==> src/rtl/pc_write_ctrl_if.sv <==
// Bus bundle between the PC write controller and its neighbours.
// It carries the hazard, debug and redirect inputs and the PC load outputs.
// The master modport is the environment that drives the controls.
// The slave modport is pc_write_ctrl itself.
interface pc_write_ctrl_if #(
    parameter int MSB   = 32,
    parameter int CNT_W = 32
);
    logic [MSB-1:0]   i_pc;
    logic             i_run_cmd;
    logic             i_step_cmd;
    logic             i_stop_cmd;
    logic             i_stall;
    logic             i_branch_taken;
    logic [MSB-1:0]   i_branch_target;
    logic             i_jump;
    logic [MSB-1:0]   i_jump_target;
    logic             i_halt_detected;
    logic [MSB-1:0]   o_next_pc;
    logic             o_write_pc;
    logic [1:0]       o_state;
    logic             o_halted;
    logic [CNT_W-1:0] o_fetch_count;
    logic             o_misaligned;

    modport master (
        output i_pc, i_run_cmd, i_step_cmd, i_stop_cmd, i_stall,
               i_branch_taken, i_branch_target, i_jump, i_jump_target,
               i_halt_detected,
        input  o_next_pc, o_write_pc, o_state, o_halted, o_fetch_count,
               o_misaligned
    );

    modport slave (
        input  i_pc, i_run_cmd, i_step_cmd, i_stop_cmd, i_stall,
               i_branch_taken, i_branch_target, i_jump, i_jump_target,
               i_halt_detected,
        output o_next_pc, o_write_pc, o_state, o_halted, o_fetch_count,
               o_misaligned
    );
endinterface

==> src/rtl/pc_write_ctrl.sv <==
// Next-PC selection and PC write strobe, gated by the debug run/step/stop
// FSM, hazard stalls and HALT detection.
// Optional feature: define PC_MISALIGN_TRAP_EN to trap misaligned
// branch/jump targets. The trap word-aligns the target, sets a sticky flag
// and halts the core.
module pc_write_ctrl #(
    parameter int MSB   = 32,
    parameter int INC   = 4,
    parameter int CNT_W = 32
) (
    input  logic          i_clk,
    input  logic          i_rst,
    pc_write_ctrl_if.slave bus
);

    typedef enum logic [1:0] {
        S_IDLE = 2'b00,
        S_RUN  = 2'b01,
        S_STEP = 2'b10,
        S_HALT = 2'b11
    } state_t;

    state_t           state;
    logic             halted;
    logic             misaligned;
    logic [CNT_W-1:0] fetch_count;

    logic [MSB-1:0]   target;
    logic             redirect;
    logic             target_bad;
    logic             adv;
    logic             trap;
    logic             halt_stop;

    // Target selection: a taken branch outranks a jump, which outranks the sequential PC.
    always_comb begin
        redirect = bus.i_branch_taken | bus.i_jump;
        if (bus.i_branch_taken)
            target = bus.i_branch_target;
        else if (bus.i_jump)
            target = bus.i_jump_target;
        else
            target = bus.i_pc + MSB'(INC);
    end

`ifdef PC_MISALIGN_TRAP_EN
    assign target_bad    = redirect & (target[1:0] != 2'b00);
    assign bus.o_next_pc = target_bad ? {target[MSB-1:2], 2'b00} : target;
`else
    assign target_bad    = 1'b0;
    assign bus.o_next_pc = target;
`endif

    // A taken branch squashes the HALT seen in IF, so a halt only blocks the write without one.
    assign adv       = ((state == S_RUN) || (state == S_STEP)) & ~bus.i_stall
                       & ~bus.i_stop_cmd & (~bus.i_halt_detected | bus.i_branch_taken);
    assign trap      = adv & target_bad;
    assign halt_stop = bus.i_halt_detected & ~bus.i_branch_taken & ~bus.i_stall;

    assign bus.o_write_pc    = adv;
    assign bus.o_state       = state;
    assign bus.o_halted      = halted;
    assign bus.o_fetch_count = fetch_count;
    assign bus.o_misaligned  = misaligned;

    // Debug FSM with its registered status: state, halted flag, fetch counter, trap flag.
    always_ff @(posedge i_clk or posedge i_rst) begin
        if (i_rst) begin
            state       <= S_IDLE;
            halted      <= 1'b0;
            fetch_count <= '0;
            misaligned  <= 1'b0;
        end else begin
            if (adv && (fetch_count != {CNT_W{1'b1}}))
                fetch_count <= fetch_count + 1'b1;
            if (trap)
                misaligned <= 1'b1;
            case (state)
                S_IDLE: begin
                    if (bus.i_run_cmd)
                        state <= S_RUN;
                    else if (bus.i_step_cmd)
                        state <= S_STEP;
                end
                S_RUN: begin
                    if (bus.i_stop_cmd) begin
                        state <= S_IDLE;
                    end else if (halt_stop || trap) begin
                        state  <= S_HALT;
                        halted <= 1'b1;
                    end
                end
                S_STEP: begin
                    if (bus.i_stop_cmd) begin
                        state <= S_IDLE;
                    end else if (halt_stop || trap) begin
                        state  <= S_HALT;
                        halted <= 1'b1;
                    end else if (adv) begin
                        state <= S_IDLE;
                    end
                end
                S_HALT: begin
                    state <= S_HALT;
                end
                default: begin
                    state <= S_IDLE;
                end
            endcase
        end
    end

endmodule

==> src/flat_wrapper.sv <==
// flat-port wrapper written by rule: the top's interface ports become plain ports
module pc_write_ctrl_flat 
#(
    parameter int MSB   = 32,
    parameter int INC   = 4,
    parameter int CNT_W = 32
)
  (i_clk, i_rst, bus_i_pc, bus_i_run_cmd, bus_i_step_cmd, bus_i_stop_cmd, bus_i_stall, bus_i_branch_taken, bus_i_branch_target, bus_i_jump, bus_i_jump_target, bus_i_halt_detected, bus_o_next_pc, bus_o_write_pc, bus_o_state, bus_o_halted, bus_o_fetch_count, bus_o_misaligned);
  pc_write_ctrl_if #(.MSB(MSB), .CNT_W(CNT_W)) bus_i ();
  input  logic i_clk;
  input  logic i_rst;
  input wire logic [$bits(bus_i.i_pc)-1:0] bus_i_pc;
  input wire logic [$bits(bus_i.i_run_cmd)-1:0] bus_i_run_cmd;
  input wire logic [$bits(bus_i.i_step_cmd)-1:0] bus_i_step_cmd;
  input wire logic [$bits(bus_i.i_stop_cmd)-1:0] bus_i_stop_cmd;
  input wire logic [$bits(bus_i.i_stall)-1:0] bus_i_stall;
  input wire logic [$bits(bus_i.i_branch_taken)-1:0] bus_i_branch_taken;
  input wire logic [$bits(bus_i.i_branch_target)-1:0] bus_i_branch_target;
  input wire logic [$bits(bus_i.i_jump)-1:0] bus_i_jump;
  input wire logic [$bits(bus_i.i_jump_target)-1:0] bus_i_jump_target;
  input wire logic [$bits(bus_i.i_halt_detected)-1:0] bus_i_halt_detected;
  output wire logic [$bits(bus_i.o_next_pc)-1:0] bus_o_next_pc;
  output wire logic [$bits(bus_i.o_write_pc)-1:0] bus_o_write_pc;
  output wire logic [$bits(bus_i.o_state)-1:0] bus_o_state;
  output wire logic [$bits(bus_i.o_halted)-1:0] bus_o_halted;
  output wire logic [$bits(bus_i.o_fetch_count)-1:0] bus_o_fetch_count;
  output wire logic [$bits(bus_i.o_misaligned)-1:0] bus_o_misaligned;
  assign bus_i.i_pc = bus_i_pc;
  assign bus_i.i_run_cmd = bus_i_run_cmd;
  assign bus_i.i_step_cmd = bus_i_step_cmd;
  assign bus_i.i_stop_cmd = bus_i_stop_cmd;
  assign bus_i.i_stall = bus_i_stall;
  assign bus_i.i_branch_taken = bus_i_branch_taken;
  assign bus_i.i_branch_target = bus_i_branch_target;
  assign bus_i.i_jump = bus_i_jump;
  assign bus_i.i_jump_target = bus_i_jump_target;
  assign bus_i.i_halt_detected = bus_i_halt_detected;
  assign bus_o_next_pc = bus_i.o_next_pc;
  assign bus_o_write_pc = bus_i.o_write_pc;
  assign bus_o_state = bus_i.o_state;
  assign bus_o_halted = bus_i.o_halted;
  assign bus_o_fetch_count = bus_i.o_fetch_count;
  assign bus_o_misaligned = bus_i.o_misaligned;
  pc_write_ctrl #(.MSB(MSB), .INC(INC), .CNT_W(CNT_W)) u_core (.i_clk(i_clk), .i_rst(i_rst), .bus(bus_i));
endmodule
==> config.mk <==
export PLATFORM = sky130hd
export DESIGN_NAME = pc_write_ctrl_flat
export DESIGN_NICKNAME = d
export VERILOG_FILES = /design/src/rtl/pc_write_ctrl_if.sv /design/src/rtl/pc_write_ctrl.sv /design/src/flat_wrapper.sv
export SDC_FILE = /design/constraint.sdc
export NUM_CORES = 1
export LEC_CHECK = 0
export BUFFER_PORTS_ARGS = -buffer_cell sky130_fd_sc_hd__buf_4
export CAP_MARGIN = 10
export CORE_ASPECT_RATIO = 0.6
export CORE_MARGIN = 2
export CORE_UTILIZATION = 40
export CTS_BUF_LIST = sky130_fd_sc_hd__clkbuf_8 sky130_fd_sc_hd__clkbuf_16
export DETAILED_ROUTE_END_ITERATION = 8
export MAX_ROUTING_LAYER = met4
export PLACE_DENSITY_LB_ADDON = 0.12
export SLEW_MARGIN = 20
export SYNTH_ARGS = -nofsm -noshare
export SYNTH_HDL_FRONTEND = slang
export SYNTH_SLANG_ARGS = --single-unit
==> constraint.sdc <==
create_clock -name i_clk -period 1.91 [get_ports i_clk]
set_input_delay 0.191 -clock i_clk [delete_from_list [all_inputs] [get_ports i_clk]]
set_output_delay 0.191 -clock i_clk [all_outputs]
set_load 0.005 [all_outputs]
==> summary.txt <==
Outcome
  • Outcome: finished with violations
  • Failing checks: negative setup slack

Cells and area
  • Nets: around 700
  • Layout cells sized above 1: 0.502
  • ANT cells: 0
  • Synth-to-layout area growth: 78.9%
  • Post-route cell area: about 0.0053 mm^2
  • Layout filler cell count: 568
  • Post-layout util: 0.739

CTS
  • Clk sink count: 35
  • Num CTS Buffers: 5
  • Clk Latency, worst-skew pair: ~0.28 ns
  • CTS max path bufs: 2
  • Htree depth: 2
  • TritonCTS clock tree: done
  • Hold buffers post-CTS: 0
  • Clock transition at path regs: 0.05 ns
  • Root Driver: clkbuf_16

Power
  • VDD IR max: 300 uV
  • Pwr Density: about 400 mW/mm^2
  • Lkg Pwr: 2.57 nW

Placement
  • Port-buffer cells: ~170
  • Pre-CTS WS: -0.0691 ns
  • DP Wirelength: a little under 9000 um
  • RD Place Congestion: ~0.94
  • Placed inst area: between 0.004 and 0.005 mm^2

Critical path
  • R2r setup slk: -0.07 ns
  • Critical Path Source Type: flip-flop
  • R2R depth: 6
  • CP Cell Sequence: nand4_1, or4_4, a2111oi_4, buf_4, nand4_1, xnor2_1
  • CP Class: reg2reg
  • Crit-path slowest cell: or4_4
  • CP Depth: 6
  • CP required: 2.07 ns
  • Crit-path most repeated cell: nand4_1
  • Critical path capture point type: flip-flop
  • Max FO, Critical Path: 5
  • Cell family with most CP delay: simple AND/OR/NAND/NOR gates
  • WP buf/inv: 1
  • Delay of the slowest critical-path stage: around 0.61 ns
  • Worst Path Arrival: around 2.2 ns

STA
  • Fmax: between 500 and 600 MHz
  • WHS: about 0.011 ns
  • Endpoints failing setup: 5
  • Slew HR: 0.546
  • Final Skew: about 0.0036 ns
  • RSZ-0062 raised after global routing: true
  • Slack of the critical path: -0.0739 ns
  • Worst Max-Slew Pin Slew: between 0.6 and 0.7 ns
  • Hold Fails Final Rpt: 0
  • Final Cycle Share: 1.04
  • Crit path time final: between 1.5 and 2 ns
  • Slew Viols, Final: 0

Synth
  • Async S/R FF share, synth: 1.00
  • Synth Net Count: 470
  • Synth unique cells: 50
  • Main synth FF type: dfrtp_1
  • Sequential area share after synthesis: 0.293
  • Synth Warn #: 0
  • Synthesis-stage register bit count: 35
  • Synthesized netlist cell count: approximately 360
  • Synth Cell Area: around 0.0030 mm^2
  • EDFF count, synth: 0
  • Post-Syn Area per Cell: around 8.3 um^2

Drt
  • Drt first pass iters: 5
  • Final ANT Viol Nets: 0
  • Avg Vias per Cell: 5.19
  • Wire length per cell: around 15 um
  • Remaining DRCs: 0
  • DRT iter0 DRCs: 193
  • Vias after detailed routing: 3686
  • Detailed Route WL: 10900 um

Floorplan
  • Die area: 0.00820 mm^2
  • Die Span Y: just over 70 um
  • Die X: about 120 um
  • Core area: between 0.007 and 0.008 mm^2
  • # IOs: 174
  • Row cnt: 24
  • Starting Density: 0.413

Hold path
  • Worst Hold Class: in2async

Job
  • Max_cap viols: 0

Global routing
  • First-pass GRT wire length: ~17000 um
  • Initial antenna violation count: 0
  • Grt ovf: 0
  • Largest net degree at the start of global routing: 36
  • GRT Util Overall: 0.272
  • Vias in the first global route: about 3500
-- power breakdown --
group          leakage (nW)  switching, mW  internal [mW]
Combinational          2.01          0.231          0.321
Clock                0.0727          0.283          0.508
Sequential            0.479              0          0.742
Total                  2.57          0.513           1.57
-- final timing paths --
check                                                         start                                        to
max                        u_core.bus.o_fetch_count[10]$_DFFE_PP0P_  u_core.bus.o_fetch_count[31]$_DFFE_PP0P_
min                                                           i_rst  u_core.bus.o_fetch_count[10]$_DFFE_PP0P_
max reg2reg                u_core.bus.o_fetch_count[10]$_DFFE_PP0P_  u_core.bus.o_fetch_count[31]$_DFFE_PP0P_
min reg2reg                         u_core.bus.o_halted$_DFFE_PP0P_           u_core.bus.o_halted$_DFFE_PP0P_
max in group asynchronous                                     i_rst  u_core.bus.o_fetch_count[19]$_DFFE_PP0P_
min in group i_clk                              bus_i_halt_detected           u_core.bus.o_halted$_DFFE_PP0P_
-- worst register-to-register path, stage by stage (launching register included) --
cell and delay [ns]:
dfrtp_1 0.34, nand4_1 0.13, or4_4 0.62, a2111oi_4 0.32, buf_4 0.21, nand4_1 0.12
xnor2_1 0.14
-- cell families after synthesis --
| family | Yosys count | share of synthesized area |
|---|---|---|
| xor gates and xnor gates | 48 | 0.141 |
| other | 1 | 0.00126 |
| muxes | 16 | 0.0561 |
| DFF | 35 | 0.293 |
| and+or+nand+nor | 165 | 0.309 |
| AOI/OAI and AO/OA | 63 | 0.139 |
| adders and majority gates | 7 | 0.0293 |
| buffers and inverters | 23 | 0.0306 |
-- cell usage after synthesis (all sizes together) (2+ instances only) --
| master | n | area [um^2] |
|---|---|---|
| buf | 4 | 20.0 |
| nor3b | 6 | 45.0 |
| nand3 | 22 | 110 |
| xor2 | 14 | 123 |
| o22ai | 7 | 43.8 |
| o21ai | 14 | 70.1 |
| mux2i | 10 | 100 |
| a31o | 5 | 43.8 |
| mux2 | 6 | 67.6 |
| or4 | 4 | 33.8 |
| clkbuf | 11 | 41.3 |
| nor4 | 7 | 65.1 |
| nor2 | 11 | 41.3 |
| inv | 7 | 26.3 |
| a21oi | 17 | 85.1 |
| nor2b | 7 | 43.8 |
| a211oi | 2 | 15.0 |
| dfrtp | 35 | 876 |
| nand2b | 3 | 18.8 |
| and2 | 4 | 25.0 |
| nand4b | 2 | 17.5 |
| nand2 | 45 | 169 |
| and4 | 8 | 70.1 |
| xnor2 | 34 | 298 |
| a22oi | 5 | 37.5 |
| o31ai | 6 | 45.0 |
| nor3 | 15 | 80.1 |
| nand4 | 23 | 150 |
| ha | 7 | 87.6 |
| and3 | 5 | 31.3 |
-- area by class of cell --
type | count | area (um^2) | area share
inverters | 8 | 30.0 | 0.00562
clock buffers | 6 | 139 | 0.0260
well taps | 104 | 130 | 0.0243
repair buffers | 256 | 1970 | 0.369
clock inverters | 1 | 5.00 | 0.000936
multi-input cells | 300 | 2200 | 0.411
flip-flops and latches | 35 | 876 | 0.164
-- per-layer routing --
| layer | share of wire | global-route usage |
|---|---|---|
| met5 | 0 | - |
| met2 | 0.44 | 0.397 |
| met1 | 0.48 | 0.391 |
| met4 | 0.010 | 0.0602 |
| met3 | 0.072 | 0.0523 |
-- placed cells by master, fill, tap and decap left out, drive strengths merged, types with 2 or more instances in the layout --
master	count
clkinv	2
xor2	14
nor3	15
o31ai	6
nand3	22
a31o	5
a22oi	5
inv	7
o21ai	14
a21oi	17
nor4	7
nand4	23
or4	4
o22ai	7
nor3b	6
ha	7
and3	5
nand4b	2
nand2b	3
dfrtp	35
nand2	45
and4	8
mux2i	10
and2	4
a211oi	2
nor2	11
buf	256
clkbuf	6
nor2b	7
mux2	6
xnor2	34
-- sequential cells by signal, summed over array words and instances, names as in the netlist --
name,count
u_core.bus.o_fetch_count,32
u_core.bus.o_state,2
u_core.bus.o_halted,1
-- stage by stage --
stage	std cells	power [mW]	TNS, ns
CTS	706	2.09	-0.163
detailed placement	696	1.29	-0.317
global route	710	2.19	-2.10
floorplan	358	0.940	-0.0306
global placement	696	1.28	-0.161
finish	710	2.08	-0.299
-- timing repair --
item | 4_1_cts | 5_1_grt
endpoints found under the setup margin | 11 | 37
resized for setup | 6 | 32
setup buffers | 3 | 4
pin swaps | 3 | 7
No activity file was read; power rests on OpenSTA's default activity.
